<file path="config.mk">
export PLATFORM = sky130hd
export DESIGN_NAME = if_stage
export DESIGN_NICKNAME = d
export VERILOG_FILES = /design/src/rtl/if_stage.sv
export SDC_FILE = /design/constraint.sdc
export NUM_CORES = 1
export LEC_CHECK = 0
export ABC_AREA = 1
export BUFFER_PORTS_ARGS = -buffer_cell sky130_fd_sc_hd__clkbuf_2
export CAP_MARGIN = 0
export CORE_ASPECT_RATIO = 0.8
export CORE_MARGIN = 10
export CORE_UTILIZATION = 35
export DETAILED_ROUTE_END_ITERATION = 7
export PLACE_DENSITY_LB_ADDON = 0.1
export SKIP_LAST_GASP = 1
export SLEW_MARGIN = 40
export SYNTH_ARGS = -nofsm -noshare
export SYNTH_HDL_FRONTEND = slang
export SYNTH_SLANG_ARGS = --single-unit
</file>
<file path="constraint.sdc">
create_clock -name clk -period 6.05 [get_ports clk]
set_clock_uncertainty 0.05 [all_clocks]
set_input_delay 0.3025 -clock clk [delete_from_list [all_inputs] [get_ports clk]]
set_output_delay 0.3025 -clock clk [all_outputs]
set_load 0.01 [all_outputs]
</file>
<file path="src/rtl/if_stage.sv">
// if_stage: instruction fetch stage.
// Owns the fetch PC and issues single-outstanding word reads on the instruction bus
// (req/gnt address phase, rvalid data phase). Returned words are buffered with their
// PCs in a small FIFO whose head is presented, registered, as IF_pc/IF_inst/IF_vld.
// Handshake: an IF entry is consumed on every cycle where IF_vld=1 and id_stall=0;
// a bus request is accepted on every cycle where imem_req=1 and imem_gnt=1.
// Optional feature macro: IF_PERF_CNT_EN adds the IF_fetch_cnt/IF_stall_cnt counters.
module if_stage #(
    parameter logic [31:0] RESET_PC   = 32'h0000_0000,
    parameter int          FIFO_DEPTH = 2
) (
    input  logic        clk,
    input  logic        rst,
    output logic        imem_req,
    output logic [31:0] imem_addr,
    input  logic        imem_gnt,
    input  logic        imem_rvalid,
    input  logic [31:0] imem_rdata,
    input  logic        ex_redirect,
    input  logic [31:0] ex_redirect_pc,
    input  logic        id_stall,
    output logic [31:0] IF_pc,
    output logic [31:0] IF_inst,
`ifdef IF_PERF_CNT_EN
    output logic [31:0] IF_fetch_cnt,
    output logic [31:0] IF_stall_cnt,
`endif
    output logic        IF_vld
);

    localparam int          AW  = $clog2(FIFO_DEPTH);
    localparam int          CW  = AW + 1;
    localparam logic [31:0] NOP = 32'h0000_0013;

    typedef enum logic [1:0] {IDLE, REQ, WAIT, DROP} state_t;

    state_t            state_q, state_d;
    logic [31:0]       fetch_pc_q, fetch_pc_d;
    logic [31:0]       req_pc_q, req_pc_d;
    logic              imem_req_q, imem_req_d;
    logic [31:0]       imem_addr_q, imem_addr_d;
    logic [31:0]       pc_mem_q [FIFO_DEPTH];
    logic [31:0]       pc_mem_d [FIFO_DEPTH];
    logic [31:0]       inst_mem_q [FIFO_DEPTH];
    logic [31:0]       inst_mem_d [FIFO_DEPTH];
    logic [AW-1:0]     wr_ptr_q, wr_ptr_d;
    logic [AW-1:0]     rd_ptr_q, rd_ptr_d;
    logic [CW-1:0]     count_q, count_d;
    logic [31:0]       if_pc_q, if_pc_d;
    logic [31:0]       if_inst_q, if_inst_d;
    logic              if_vld_q, if_vld_d;

    logic [31:0]       redirect_tgt;
    logic              gnt_ok;
    logic              rvalid_ok;
    logic              push;
    logic              pop;
    logic              has_space;

    // Redirect targets are word aligned; low bits are dropped.
    assign redirect_tgt = ex_redirect_pc & ~32'h3;
    // A grant only counts while a request is actually on the bus.
    assign gnt_ok       = imem_req_q & imem_gnt;
    // Read data is only meaningful while a read is outstanding (WAIT or DROP).
    assign rvalid_ok    = imem_rvalid & ((state_q == WAIT) | (state_q == DROP));
    assign push         = rvalid_ok & (state_q == WAIT) & ~ex_redirect;
    assign pop          = if_vld_q & ~id_stall;
    // Slot check after this cycle's push/pop; the slot for a read is reserved at grant.
    assign has_space    = (count_d < CW'(FIFO_DEPTH));

    // Fetch buffer next state: flush on redirect, otherwise push/pop.
    always_comb begin
        pc_mem_d   = pc_mem_q;
        inst_mem_d = inst_mem_q;
        wr_ptr_d   = wr_ptr_q;
        rd_ptr_d   = rd_ptr_q;
        count_d    = count_q;
        if (ex_redirect) begin
            wr_ptr_d = '0;
            rd_ptr_d = '0;
            count_d  = '0;
        end else begin
            if (push) begin
                pc_mem_d[wr_ptr_q]   = req_pc_q;
                inst_mem_d[wr_ptr_q] = imem_rdata;
                wr_ptr_d             = wr_ptr_q + 1'b1;
            end
            if (pop) begin
                rd_ptr_d = rd_ptr_q + 1'b1;
            end
            count_d = count_q + CW'(push) - CW'(pop);
        end
    end

    // Fetch FSM next state and PC bookkeeping; redirect overrides the fetch PC.
    always_comb begin
        state_d    = state_q;
        fetch_pc_d = fetch_pc_q;
        req_pc_d   = req_pc_q;
        case (state_q)
            IDLE: begin
                if (ex_redirect || has_space) state_d = REQ;
            end
            REQ: begin
                if (gnt_ok) begin
                    req_pc_d   = fetch_pc_q;
                    fetch_pc_d = fetch_pc_q + 32'd4;
                    state_d    = ex_redirect ? DROP : WAIT;
                end
            end
            WAIT: begin
                if (rvalid_ok) begin
                    state_d = (ex_redirect || has_space) ? REQ : IDLE;
                end else if (ex_redirect) begin
                    state_d = DROP;
                end
            end
            DROP: begin
                if (rvalid_ok) state_d = REQ;
            end
            default: state_d = REQ;
        endcase
        if (ex_redirect) fetch_pc_d = redirect_tgt;
        imem_req_d  = (state_d == REQ);
        imem_addr_d = fetch_pc_d;
    end

    // Registered presentation of the buffer head after this cycle's updates.
    always_comb begin
        if_vld_d  = (count_d != '0);
        if_pc_d   = if_pc_q;
        if_inst_d = NOP;
        if (if_vld_d) begin
            if_pc_d   = pc_mem_d[rd_ptr_d];
            if_inst_d = inst_mem_d[rd_ptr_d];
        end
    end

    // State registers with synchronous reset.
    always_ff @(posedge clk) begin
        if (rst) begin
            state_q     <= REQ;
            fetch_pc_q  <= RESET_PC;
            req_pc_q    <= RESET_PC;
            imem_req_q  <= 1'b0;
            imem_addr_q <= RESET_PC;
            pc_mem_q    <= '{default: '0};
            inst_mem_q  <= '{default: '0};
            wr_ptr_q    <= '0;
            rd_ptr_q    <= '0;
            count_q     <= '0;
            if_pc_q     <= '0;
            if_inst_q   <= NOP;
            if_vld_q    <= 1'b0;
        end else begin
            state_q     <= state_d;
            fetch_pc_q  <= fetch_pc_d;
            req_pc_q    <= req_pc_d;
            imem_req_q  <= imem_req_d;
            imem_addr_q <= imem_addr_d;
            pc_mem_q    <= pc_mem_d;
            inst_mem_q  <= inst_mem_d;
            wr_ptr_q    <= wr_ptr_d;
            rd_ptr_q    <= rd_ptr_d;
            count_q     <= count_d;
            if_pc_q     <= if_pc_d;
            if_inst_q   <= if_inst_d;
            if_vld_q    <= if_vld_d;
        end
    end

    assign imem_req  = imem_req_q;
    assign imem_addr = imem_addr_q;
    assign IF_pc     = if_pc_q;
    assign IF_inst   = if_inst_q;
    assign IF_vld    = if_vld_q;

`ifdef IF_PERF_CNT_EN
    logic [31:0] fetch_cnt_q, fetch_cnt_d;
    logic [31:0] stall_cnt_q, stall_cnt_d;

    // Delivered-instruction and stalled-presentation counters, wrapping at 2^32.
    always_comb begin
        fetch_cnt_d = fetch_cnt_q + 32'(pop);
        stall_cnt_d = stall_cnt_q + 32'(if_vld_q & id_stall);
    end

    // Counter registers, cleared by reset.
    always_ff @(posedge clk) begin
        if (rst) begin
            fetch_cnt_q <= '0;
            stall_cnt_q <= '0;
        end else begin
            fetch_cnt_q <= fetch_cnt_d;
            stall_cnt_q <= stall_cnt_d;
        end
    end

    assign IF_fetch_cnt = fetch_cnt_q;
    assign IF_stall_cnt = stall_cnt_q;
`endif

endmodule

</file>
-- After elaboration in Yosys (flattened, before gate mapping)
Cells that the tools add are included.
- output and inout port bits: 98
- word-level logic and storage cells: 77
- input bits: 70
- register bits: 264
- add/sub/neg operators: 5
- magnitude comparators: 4
- reductions and logical operators: 10
- equal/unequal tests: 4
- mux-type cells: 28
- bitwise logic cells: 11
- operators by type and width (cell ; number):
    two-way mux 32 bit ; 10
    two-way mux 64 bit ; 4
    bitwise mux 64 bit ; 2
    adder 32 x 3 -> 32 bit, second input constant ; 1
    demux 32 bit (select 1 bit) ; 1
    two-way mux 2 bit ; 6
    one-hot mux 2 bit (4 select lines) ; 1
    nonzero test 2 bit ; 3
    bitwise AND 1 bit ; 5
    == test 2 x 1 -> 1 bit, second input constant ; 2
    == test 2 bit, second input constant ; 2
    greater-or-equal comparator 2 bit, second input constant ; 2
    two-way mux 1 bit ; 4
    NOT 1 -> 2 bit ; 2
    AND reduction 2 bit ; 2
    OR reduction 2 bit ; 2
    NOT 1 bit ; 3
    adder 1 bit, second input constant ; 2
    adder 2 x 1 -> 2 bit ; 1
    logical NOT 2 bit ; 1
    < comparator 2 x 1 -> 1 bit, second input constant ; 1
    < comparator 2 bit, second input constant ; 1
    subtractor 2 x 1 -> 2 bit ; 1
    logical AND 1 bit ; 1
    other kinds (2) ; 2

-- Longest topological paths before layout
- depth after elaboration: 14
- mapped depth: 14
- gate-level depth less buffers: 14

-- Least setup slack after synthesis
Ideal clock, no wire load.
- path kind: input -> register
- start point: input port ex_redirect
- end point: register if_pc_q[18] (netlist: IF_pc[18])
- required time: 5.883 ns
- data arrival time: 1.905 ns
- setup time: 0.117 ns
- buffers on the path: 2
- stages on the path: 14
- setup slack: 3.978 ns
- cells stage by stage: buf_6 -> nor2_4 -> nand2_2 -> ha_1 -> inv_1 -> ha_1 -> inv_1 -> nand2_1 -> nand3_1 -> nand2_2 -> buf_1 -> nand2_1 -> a21oi_1 -> nor2_1
- word-level cells in the longest chain between the ends: 7
- elaborated cells between the ends (all ways): 13
- classes of those cells: 2 x add/sub; 7 x mux; 3 x bitwise; 1 x reduce/logical
- ends and longest elaborated chain (item ; RTL line ; RTL):
    start: declaration ; 19 ; input logic ex_redirect,
    parallel branches: the longest is 7 deep, another holds adder 2 x 1 -> 2 bit ; - ;
    end signal: assignment ; 166 ; if_pc_q <= if_pc_d;
    end: declaration ; 49 ; logic [31:0] if_pc_q, if_pc_d;
Several ways; the timed one is not identified. The select of a mux whose other input is x is not followed.
A chain may end at the register's enable or synchronous reset.

-- Worst setup path after layout
- start point: input port ex_redirect
- end point: register if_pc_q[12] (netlist: IF_pc[12])
The elaborated chain is that of the path after synthesis.

==> flow_summary.json <==
{
  "status": "finished clean",
  "finalCritPeriodShare": 0.4734,
  "power_frac_seq": 0.457,
  "syn_to_final_growth_pct": 24.52,
  "start_util": 0.3583,
  "crit_path_start_kind": "input port",
  "grt_pass1_vias": 9531,
  "power_density_nw_per_um2": 298.5,
  "post-route-util": 0.4461,
  "io_buffer_count": 163,
  "drv_slew": 0,
  "path_clk_slew_ns": 0.06,
  "finalPower_mw": 3.938,
  "critical_path_required_ns": 6.42,
  "arrival_ns": 3.24,
  "dp_hpwl_um": 20600,
  "cts_htree_levels": 1,
  "min_delay_path_depth": 3,
  "dieWidth_um": 214.5,
  "synth-simple-area-share": 0.2987,
  "clock.fmax_mhz": 349.2,
  "rsz0062_at_grt": "no",
  "synth_top_family_by_area": "simple AND/OR/NAND/NOR gates",
  "grt.total_usage": 0.1673,
  "insertedDiodeCount": 0,
  "holdWs_ns": 0.02846,
  "finalWeightedCongestion": 0.8770,
  "finalNonFillerCells": 2061,
  "min_path_type": "in -> reg",
  "die-area_um2": 37670,
  "cts-root-buf": "clkbuf_16",
  "vdd_ir_drop_max_mv": 0.1924,
  "grt_max_degree": 75,
  "setup-tns-final_ns": 0,
  "end_kind": "register",
  "ys_top_cells_by_area": "dfxtp_1 49%, nand2_1 17%, nor2_1 6.9%, a21oi_1 5.8%, nand3_1 4.4%",
  "viasPerCell": 4.695,
  "die_y_um": 175.6,
  "cts_buffers": 29,
  "via_count": 9677,
  "yosysSeqAreaShare": 0.4913,
  "gr-total-overflow": 0,
  "min_to": "imem_addr[12]$_SDFFE_PP0P_",
  "synthMuxAreaShare": 0.02740,
  "p_sw_uw": 897.1,
  "synth_xor_area_frac": 0.01323,
  "internal_power_mw": 3.041,
  "synth_compound_area_frac": 0.1063,
  "synth-warning-count": 0,
  "rr_worst_depth": 12,
  "yosys.area_share.adder": 0.003543,
  "drv.max_cap_violation_count": 0,
  "routed_wl_um": 32150,
  "clock_sinks": 260,
  "dr.pass1.iters": 8,
  "syn_area_um2": 10590,
  "hold_violations": 0,
  "synth_cells": 1458,
  "tightestPinTransition_ns": 0.7739,
  "yosysTopAreaCellShare": 0.4913,
  "grt_pass1_wl_um": 52110,
  "cts_resized": 0,
  "cp_max_fo": 48,
  "design.core.area_um2": 29570,
  "postSynthAreaPerCell_um2": 7.266,
  "synth_cell_type_count": 33,
  "path_class": "in -> reg",
  "dp.cells": 1957,
  "finalNetCount": 1705,
  "drive_above_1_share": 0.1480,
  "drc": 0,
  "clkLatencyLatePin_ns": 0.55,
  "setup_viol": 0,
  "p_clk_frac": 0.487,
  "ant_nets": 0,
  "cts_tree": "done",
  "rrSetupSlack_ns": 3.19,
  "wl_per_cell_um": 15.60,
  "cts.path.max_buffers": 3,
  "ys_ff_latch": 260,
  "post_cts_buffers": 0,
  "num_rows": 56,
  "rr_endpoint": "IF_pc[10]$_SDFFE_PP0N_",
  "yosysTopAreaCell": "dfxtp_1",
  "drt_iter0_markers": 493,
  "r2r_start": "state_q[0]$_SDFF_PP1_",
  "antenna_found_initial": 0,
  "cts_hold_buf": 50,
  "ios": 168,
  "min_from": "ex_redirect_pc[12]",
  "pwr-share-comb": 0.056,
  "slew_headroom": 0.4833,
  "power_switching_share": 0.2278,
  "fin_crit_ns": 2.864,
  "total_leakage_power_nw": 5.510
}
[worst max-delay path, cell delays in order]
cell	delay, ns
clkbuf_2	0.08
buf_4	0.23
inv_1	0.55
nand3_2	0.50
inv_2	0.51
buf_4	0.62
nand3_1	0.14
nand2_1	0.18
o21ai_1	0.07
[kinds of logic after synthesis]
group                      Yosys count
xor gates and xnor gates            16
and+or+nand+nor                    793
other                                1
DFF                                260
muxes                               29
buffers and inverters              142
adders and majority gates            3
AOI/OAI and AO/OA                  214
[worst max-delay path by stage]
stage,to,depth (start not counted),from,slack [ns]
2_1_floorplan,IF_pc[18]$_SDFFE_PP0N_,14,ex_redirect,3.98
3_3_place_gp,IF_pc[12]$_SDFFE_PP0N_,9,ex_redirect,2.57
3_5_place_dp,IF_pc[11]$_SDFFE_PP0N_,9,ex_redirect,2.60
4_1_cts,IF_pc[10]$_SDFFE_PP0N_,12,state_q[0]$_SDFF_PP1_,3.14
5_1_grt,IF_pc[9]$_SDFFE_PP0N_,13,state_q[1]$_SDFF_PP0_,2.85
6_report,IF_pc[12]$_SDFFE_PP0N_,9,ex_redirect,3.19
[area by class of cell]
cell class                 count  area (um2)
tap                          406       508.0
clock buffer                  40       857.1
clock inverter                14       201.4
multi-input combinational   1057        4778
inverter                      56       210.2
sequential                   260        5205
fill                        3129       16380
timing repair buffer         228        1431
[registers in the layout, summed over array words and instances (netlist names)]
signal / flops
count_q: 2
rd_ptr_q: 1
pc_mem_q: 64
IF_vld: 1
IF_pc: 32
inst_mem_q: 64
imem_req: 1
req_pc_q: 30
wr_ptr_q: 1
IF_inst: 32
state_q: 2
imem_addr: 30
[Yosys cell counts]
cell type  number
xnor2_1         4
clkinv_1        1
clkbuf_2        1
a211oi_1        1
clkbuf_1       32
nand2_2         3
buf_2          38
nand3_1        94
conb_1          1
mux2i_1        29
o21ai_0        61
nor2_4          3
nand4_1         1
nor3_1          2
a22oi_1        17
inv_2           3
ha_1            3
o211ai_1        1
nand3b_1        8
nand2_1       485
xor2_1         12
buf_1           6
a21oi_1       122
a31oi_1         3
dfxtp_1       260
nor2_2          1
buf_4           6
inv_1          52
o21ai_2         1
nor2_1        195
o21ai_1         8
buf_6           3
or2_2           1
[layout by cell type (no fill, tap or decap), types with 2 or more instances in the layout]
master,netlist,layout
a21oi_1,122,122
dlygate4sd3_1,0,50
nor3_1,2,2
nor2_4,3,4
nand2_1,485,485
nor2_1,195,194
xor2_1,12,12
inv_1,52,51
inv_2,3,4
dfxtp_1,260,260
conb_1,1,2
o21ai_1,8,8
a22oi_1,17,17
nand3_1,94,93
clkbuf_8,0,9
o21ai_0,61,61
clkbuf_16,0,29
a31oi_1,3,3
xnor2_1,4,4
clkbuf_2,1,162
bufinv_16,0,5
mux2i_1,29,29
clkbuf_1,32,2
nand3b_1,8,8
clkinv_2,0,7
nand2_2,3,3
ha_1,3,3
buf_4,6,16
[power groups by stage]
stage          Clock, mW  Combinational [mW]  Sequential (mW)
2_1_floorplan          0               0.117             1.83
3_3_place_gp           0               0.196             1.84
3_5_place_dp           0               0.198             1.84
4_1_cts             1.97               0.224             1.80
5_1_grt             2.04               0.249             1.81
6_report            1.92               0.221             1.80
[layer usage]
| layer | routed length, um | vias up | track usage |
|---|---|---|---|
| li1 | - | 5031 | - |
| met1 | 15660 | 4450 | 0.2257 |
| met2 | 14550 | 167 | 0.2746 |
| met3 | 1512 | 29 | 0.03142 |
| met4 | 426 | 0 | 0.03126 |
| met5 | 0 | - | 0 |
[metrics by stage]
stage	worst slack (ns)	instance area (um2)
after floorplan	3.978	10600
after global placement	2.572	11630
after detailed placement	2.596	11630
after CTS	3.143	13190
after global routing	2.853	13190
final	3.186	13190
(Power assumes the default switching activity.)
